File: src/rtl/step_period_meter.sv
// Step pulse period meter: synchronizes a step/dir pulse train, measures edge-to-edge
// spacing in clk cycles, tracks signed position and flags stalls and too-close edges.
module step_period_meter #(
  parameter int unsigned TIMEOUT    = 131071,
  parameter int unsigned MIN_PERIOD = 4
) (
  input  logic        clk,
  input  logic        rst,
  input  logic        drv_step,
  input  logic        drv_dir,
  input  logic        drv_enable_SM,
  input  logic        clr,
  output logic [16:0] period,
  output logic        period_valid,
  output logic [31:0] position,
  output logic        stall,
  output logic        err
);

  localparam int unsigned CNT_W = 17;
  localparam int unsigned POS_W = 32;
  localparam logic [CNT_W-1:0] CNT_MAX = '1;
  localparam logic [CNT_W-1:0] MIN_CNT = CNT_W'(MIN_PERIOD);
  localparam logic [CNT_W-1:0] TO_CNT  = CNT_W'(TIMEOUT);

  typedef enum logic [1:0] {IDLE, WAIT_FIRST, MEASURE, STALL} state_t;

  logic [2:0]       step_sync;
  logic [1:0]       dir_sync;
  logic             filled;
  logic             armed;
  logic             step_edge;
  logic             dir_now;

  state_t           state, state_nxt;
  logic [CNT_W-1:0] cnt, cnt_nxt;
  logic [CNT_W-1:0] period_nxt;
  logic             valid_nxt;
  logic [POS_W-1:0] position_nxt;
  logic             stall_nxt;
  logic             err_nxt;
  logic             accept;

  // Synchronizers; armed only after a genuine low sample so a pulse held across reset is not an edge
  always_ff @(posedge clk or posedge rst) begin
    if (rst) begin
      step_sync <= '0;
      dir_sync  <= '0;
      filled    <= 1'b0;
      armed     <= 1'b0;
    end else begin
      step_sync <= {step_sync[1:0], drv_step};
      dir_sync  <= {dir_sync[0], drv_dir};
      filled    <= 1'b1;
      armed     <= armed | (filled & ~step_sync[0]);
    end
  end

  assign step_edge = step_sync[1] & ~step_sync[2] & armed;
  assign dir_now   = dir_sync[1];

  always_ff @(posedge clk or posedge rst) begin
    if (rst) begin
      state        <= IDLE;
      cnt          <= '0;
      period       <= '0;
      period_valid <= 1'b0;
      position     <= '0;
      stall        <= 1'b0;
      err          <= 1'b0;
    end else begin
      state        <= state_nxt;
      cnt          <= cnt_nxt;
      period       <= period_nxt;
      period_valid <= valid_nxt;
      position     <= position_nxt;
      stall        <= stall_nxt;
      err          <= err_nxt;
    end
  end

  always_comb begin
    state_nxt    = state;
    cnt_nxt      = cnt;
    period_nxt   = period;
    valid_nxt    = 1'b0;
    position_nxt = position;
    stall_nxt    = stall;
    err_nxt      = err;
    accept       = 1'b0;

    if (!drv_enable_SM) begin
      state_nxt  = IDLE;
      cnt_nxt    = '0;
      period_nxt = '0;
      stall_nxt  = 1'b0;
    end else begin
      case (state)
        IDLE: begin
          cnt_nxt    = '0;
          period_nxt = '0;
          stall_nxt  = 1'b0;
          state_nxt  = WAIT_FIRST;
        end
        WAIT_FIRST: begin
          if (step_edge) begin
            state_nxt = MEASURE;
            cnt_nxt   = CNT_W'(1);
            accept    = 1'b1;
          end
        end
        MEASURE: begin
          cnt_nxt = (cnt == CNT_MAX) ? cnt : cnt + CNT_W'(1);
          // An edge always takes priority over the timeout in the same cycle
          if (step_edge && cnt >= MIN_CNT) begin
            period_nxt = cnt;
            valid_nxt  = 1'b1;
            cnt_nxt    = CNT_W'(1);
            accept     = 1'b1;
          end else if (step_edge) begin
            err_nxt = 1'b1;
          end else if (cnt >= TO_CNT) begin
            state_nxt  = STALL;
            stall_nxt  = 1'b1;
            period_nxt = '0;
            valid_nxt  = 1'b1;
          end
        end
        STALL: begin
          if (step_edge) begin
            state_nxt = MEASURE;
            stall_nxt = 1'b0;
            cnt_nxt   = CNT_W'(1);
            accept    = 1'b1;
          end
        end
        default: state_nxt = IDLE;
      endcase
    end

    if (accept) begin
      position_nxt = dir_now ? position + POS_W'(1) : position - POS_W'(1);
    end

    if (clr) begin
      position_nxt = '0;
      err_nxt      = 1'b0;
    end
  end

endmodule

File: config.mk
export PLATFORM = sky130hd
export DESIGN_NAME = step_period_meter
export DESIGN_NICKNAME = d
export VERILOG_FILES = /design/src/rtl/step_period_meter.sv
export SDC_FILE = /design/constraint.sdc
export NUM_CORES = 1
export LEC_CHECK = 0
export ABC_AREA = 1
export BUFFER_PORTS_ARGS = -buffer_cell sky130_fd_sc_hd__buf_2
export CORE_UTILIZATION = 55
export CTS_CLUSTER_DIAMETER = 120
export DETAILED_ROUTE_END_ITERATION = 8
export GPL_TIMING_DRIVEN = 0
export PLACE_DENSITY_LB_ADDON = 0.3
export SLEW_MARGIN = 15
export SYNTH_ARGS = -nofsm -noshare
export SYNTH_HDL_FRONTEND = slang
export SYNTH_SLANG_ARGS = --single-unit
File: constraint.sdc
create_clock -name clk -period 2.8 [get_ports clk]
set_clock_uncertainty 0.05 [all_clocks]
set_input_delay 0.84 -clock clk [delete_from_list [all_inputs] [get_ports clk]]
set_output_delay 0.84 -clock clk [all_outputs]
set_load 0.02 [all_outputs]
==> metrics.yaml <==
flow_run:
  cap_violations: 0
synth:
  syn_area_per_cell_um2: 6.31
  synth_seq_area_share_pct: 33.0
  synth_area_um2: 5920
  yosys_warnings: 0
  ys_types: 38
  synth_cells: 937
  synth_fp_nets: 977
  synth-seq-cells: 78
floorplan:
  num_io_pins: 58
  die_x_um: 106
  die_h_um: 106
  initial_core_util_pct: 57.1
  rows: 37
  coreArea_um2: 10400
  die_area_um2: 11200
cells_and_area:
  instances_no_fill: 1153
  utilization_pct: 64.4
  nFillCells: 1002
  insertedDiodeCount: 0
  drive_gt1_share_pct: 11.2
  syn2layout_area_growth_pct: 12.9
  fin_nets: 1052
drt:
  vias: 5836
  first_iter_violations: 219
  top_layer: "met4"
  drc: 0
  wl_met2_mm: 7.45
  drt_wl_total_mm: 15.3
  drt_pass1_iterations: 4
  avgRoutedWirePerCell_um: 13.2
  met3_length_um: 733
  viasPerCell: 5.06
  ant_nets: 0
  wl_met1_mm: 6.49
clocking:
  clk-insertion-delay-late_ns: 0.37
  clock_path_buffers: 2
  cts_root_buffer: "clkbuf_8"
  cts_tree: "done"
  cts_buffers: 9
  clock-sinks: 78
  path_clk_slew_ns: 0.09
  cts_max_level: 3
power_and_ir_drop:
  p_leak_nw: 3.94
  p_total_mw: 4.81
  power.density_nw_per_um2: 720
  ir_drop_mv: 0.370
worst_setup_path:
  crit_required_ns: 3.01
  crit_path_start_kind: "flip-flop"
  r2r_start: "dir_sync[1]"
  critPathCapture: "position[15]"
  path_buf_inv: 4
  path_common_cell: "nand2_1"
  reg2reg_to: "position[15]"
  worstPathCellList: "clkinvlp_4, buf_12, ha_1, nand2_1, inv_1, nand2_1, nand2_1, inv_1, nand2_1, nand2_1, nand2_1, or2_2, nand3_1, nand2_1"
  crit_start: "dir_sync[1]"
  cp_max_fo: 15
  worst-path-stages: 14
  end_kind: "flip-flop"
  cp_top_family: "simple AND/OR/NAND/NOR gates"
  arrival_ns: 2.68
  crit_type: "flip-flop to flip-flop"
  critPathSlowestCell: "dfrtp_2"
  r2r_slack_ns: 0.33
  reg2regPathDepth: 14
  slowest_delay_ns: 0.49
sta:
  setup_ws_ns: 0.330
  hold_viol: 0
  finalSetupViolCount: 0
  relSlewSlack_pct: 62.1
  slew_viol_final: 0
  worst_pin_slew_ns: 0.565
  fmax_ghz: 0.405
  grt_setup_unrepaired: "false"
  post-route-min-period_ns: 2.47
  final.period_utilization_pct: 88.2
  setup_tns_ns: 0
grt:
  grt_max_degree: 37
  grt_overflow: 0
  track_usage_pct: 29.3
  antenna_found_initial: 0
  grt_pass1_wl_mm: 26.0
  grt_pass1_vias: 5697
outcome:
  status: "finished clean"
placed_design:
  pre_cts_slack_ns: -0.215
  hpwlAfterDp_mm: 11.7
  port_buffers: 57
  post-place-cells: 1132
  routabilityCongestion: 0.995
worst_hold_path:
  hold_path.class: "flip-flop to flip-flop"
==> kinds of logic (layout without fill, tap and decap cells) <==
logic type / Yosys count / after routing / share of synthesized area, %
AO/OA/AOI/OAI: 58 / 58 / 5.43
XOR/XNOR: 15 / 15 / 2.22
adder cells (fa/ha/maj): 34 / 34 / 7.32
buffers and inverters: 178 / 258 / 11.7
flip-flops: 78 / 78 / 33.0
other: 1 / 1 / 0.0634
AND/OR/NAND/NOR: 573 / 573 / 40.2
==> how the worst min path moves through the flow <==
stage | cells past startpoint | endpoint | startpoint
after floorplan | 0 | dir_sync[1] | dir_sync[0]
after global placement | 0 | dir_sync[1] | dir_sync[0]
after detailed placement | 0 | dir_sync[1] | dir_sync[0]
after CTS | 0 | dir_sync[1] | dir_sync[0]
after global routing | 0 | dir_sync[1] | dir_sync[0]
final | 0 | dir_sync[1] | dir_sync[0]
==> through the flow <==
step / hold WS, ns / cell area, µm²
after floorplan: 0.281 / 5920
after global placement: 0.296 / 6380
after detailed placement: 0.304 / 6420
after CTS: 0.323 / 6630
after global routing: 0.330 / 6680
final: 0.315 / 6680
==> timing repair <==
item	4_1_cts	5_1_grt
hold buffers	0	0
gates resized for setup	3	0
buffers inserted	0	4
setup endpoints to repair	17	5
gates cloned	1	0
==> routing by layer <==
layer / vias to the layer above / global-route usage (%)
met5: - / 0
li1: 3035 / -
met3: 50 / 4.64
met4: 0 / 16.4
met1: 2590 / 34.5
met2: 161 / 50.8
==> cells in the final DEF, fill, tap and decap left out, types with 3 or more instances in the layout <==
| cell | Yosys | final |
|---|---|---|
| nand3b_1 | 7 | 7 |
| o21bai_1 | 3 | 3 |
| nor3_1 | 14 | 14 |
| o21ai_0 | 21 | 21 |
| clkinvlp_4 | 0 | 4 |
| clkbuf_8 | 0 | 9 |
| nor2_1 | 63 | 63 |
| inv_2 | 7 | 7 |
| nand2_1 | 385 | 385 |
| nand3_1 | 78 | 78 |
| buf_4 | 3 | 5 |
| o21ai_1 | 7 | 7 |
| nand4_1 | 9 | 9 |
| buf_12 | 0 | 3 |
| nand2_2 | 9 | 9 |
| dfrtp_1 | 78 | 77 |
| ha_1 | 33 | 33 |
| inv_1 | 158 | 156 |
| buf_2 | 6 | 63 |
| xnor2_1 | 13 | 13 |
| a21oi_1 | 20 | 20 |
==> Yosys cell counts, drive strengths merged <==
cell | n | area share [%]
xor2 | 2 | 0.30
nor4 | 1 | 0.11
nand4 | 9 | 0.95
or2 | 1 | 0.11
nand3 | 79 | 6.8
a21o | 1 | 0.13
ha | 33 | 7.0
inv | 165 | 10
nor2 | 64 | 4.1
nor3b | 1 | 0.13
o21a | 1 | 0.13
o21ai | 28 | 2.4
clkinv | 2 | 0.13
a21oi | 21 | 2.0
nand3b | 7 | 0.89
fa | 1 | 0.34
nand2 | 395 | 26
conb | 1 | 0.063
o22ai | 1 | 0.11
dfrtp | 78 | 33
buf | 11 | 1.1
nor3 | 16 | 1.6
o21bai | 3 | 0.38
xnor2 | 13 | 1.9
a22oi | 2 | 0.25
a31oi | 1 | 0.11
==> where the power goes <==
group          internal [mW]  switching, mW  total [mW]
Clock                  0.415          0.452       0.867
Combinational          0.859           1.63        2.49
Sequential              1.30          0.155        1.45
Total                   2.57           2.24        4.81
==> cell type report <==
type / count / area (µm²) / share of cell area, %
multi-input cells: 681 / 3270 / 48.9
flip-flops and latches: 78 / 1950 / 29.2
inverters: 167 / 634 / 9.49
repair buffers: 63 / 388 / 5.80
well taps: 136 / 170 / 2.55
clock buffers: 11 / 131 / 1.97
plain buffers: 11 / 67.6 / 1.01
clock inverters: 5 / 60.1 / 0.899
repair inverters: 1 / 7.51 / 0.112
==> state kept, by name, summed over array words and instances, names as in the netlist <==
signal        cells
armed             1
cnt              17
dir_sync          2
err               1
filled            1
period           17
period_valid      1
position         32
stall             1
state             2
step_sync         3
==> worst reg2reg max path, cell delays in order (launching register included) <==
cell	delay (ns)
dfrtp_2	0.49
clkinvlp_4	0.14
buf_12	0.16
ha_1	0.34
nand2_1	0.17
inv_1	0.06
nand2_1	0.07
nand2_1	0.07
inv_1	0.06
nand2_1	0.10
nand2_1	0.09
nand2_1	0.12
or2_2	0.30
nand3_1	0.09
nand2_1	0.06
(Power assumes the default switching activity.)
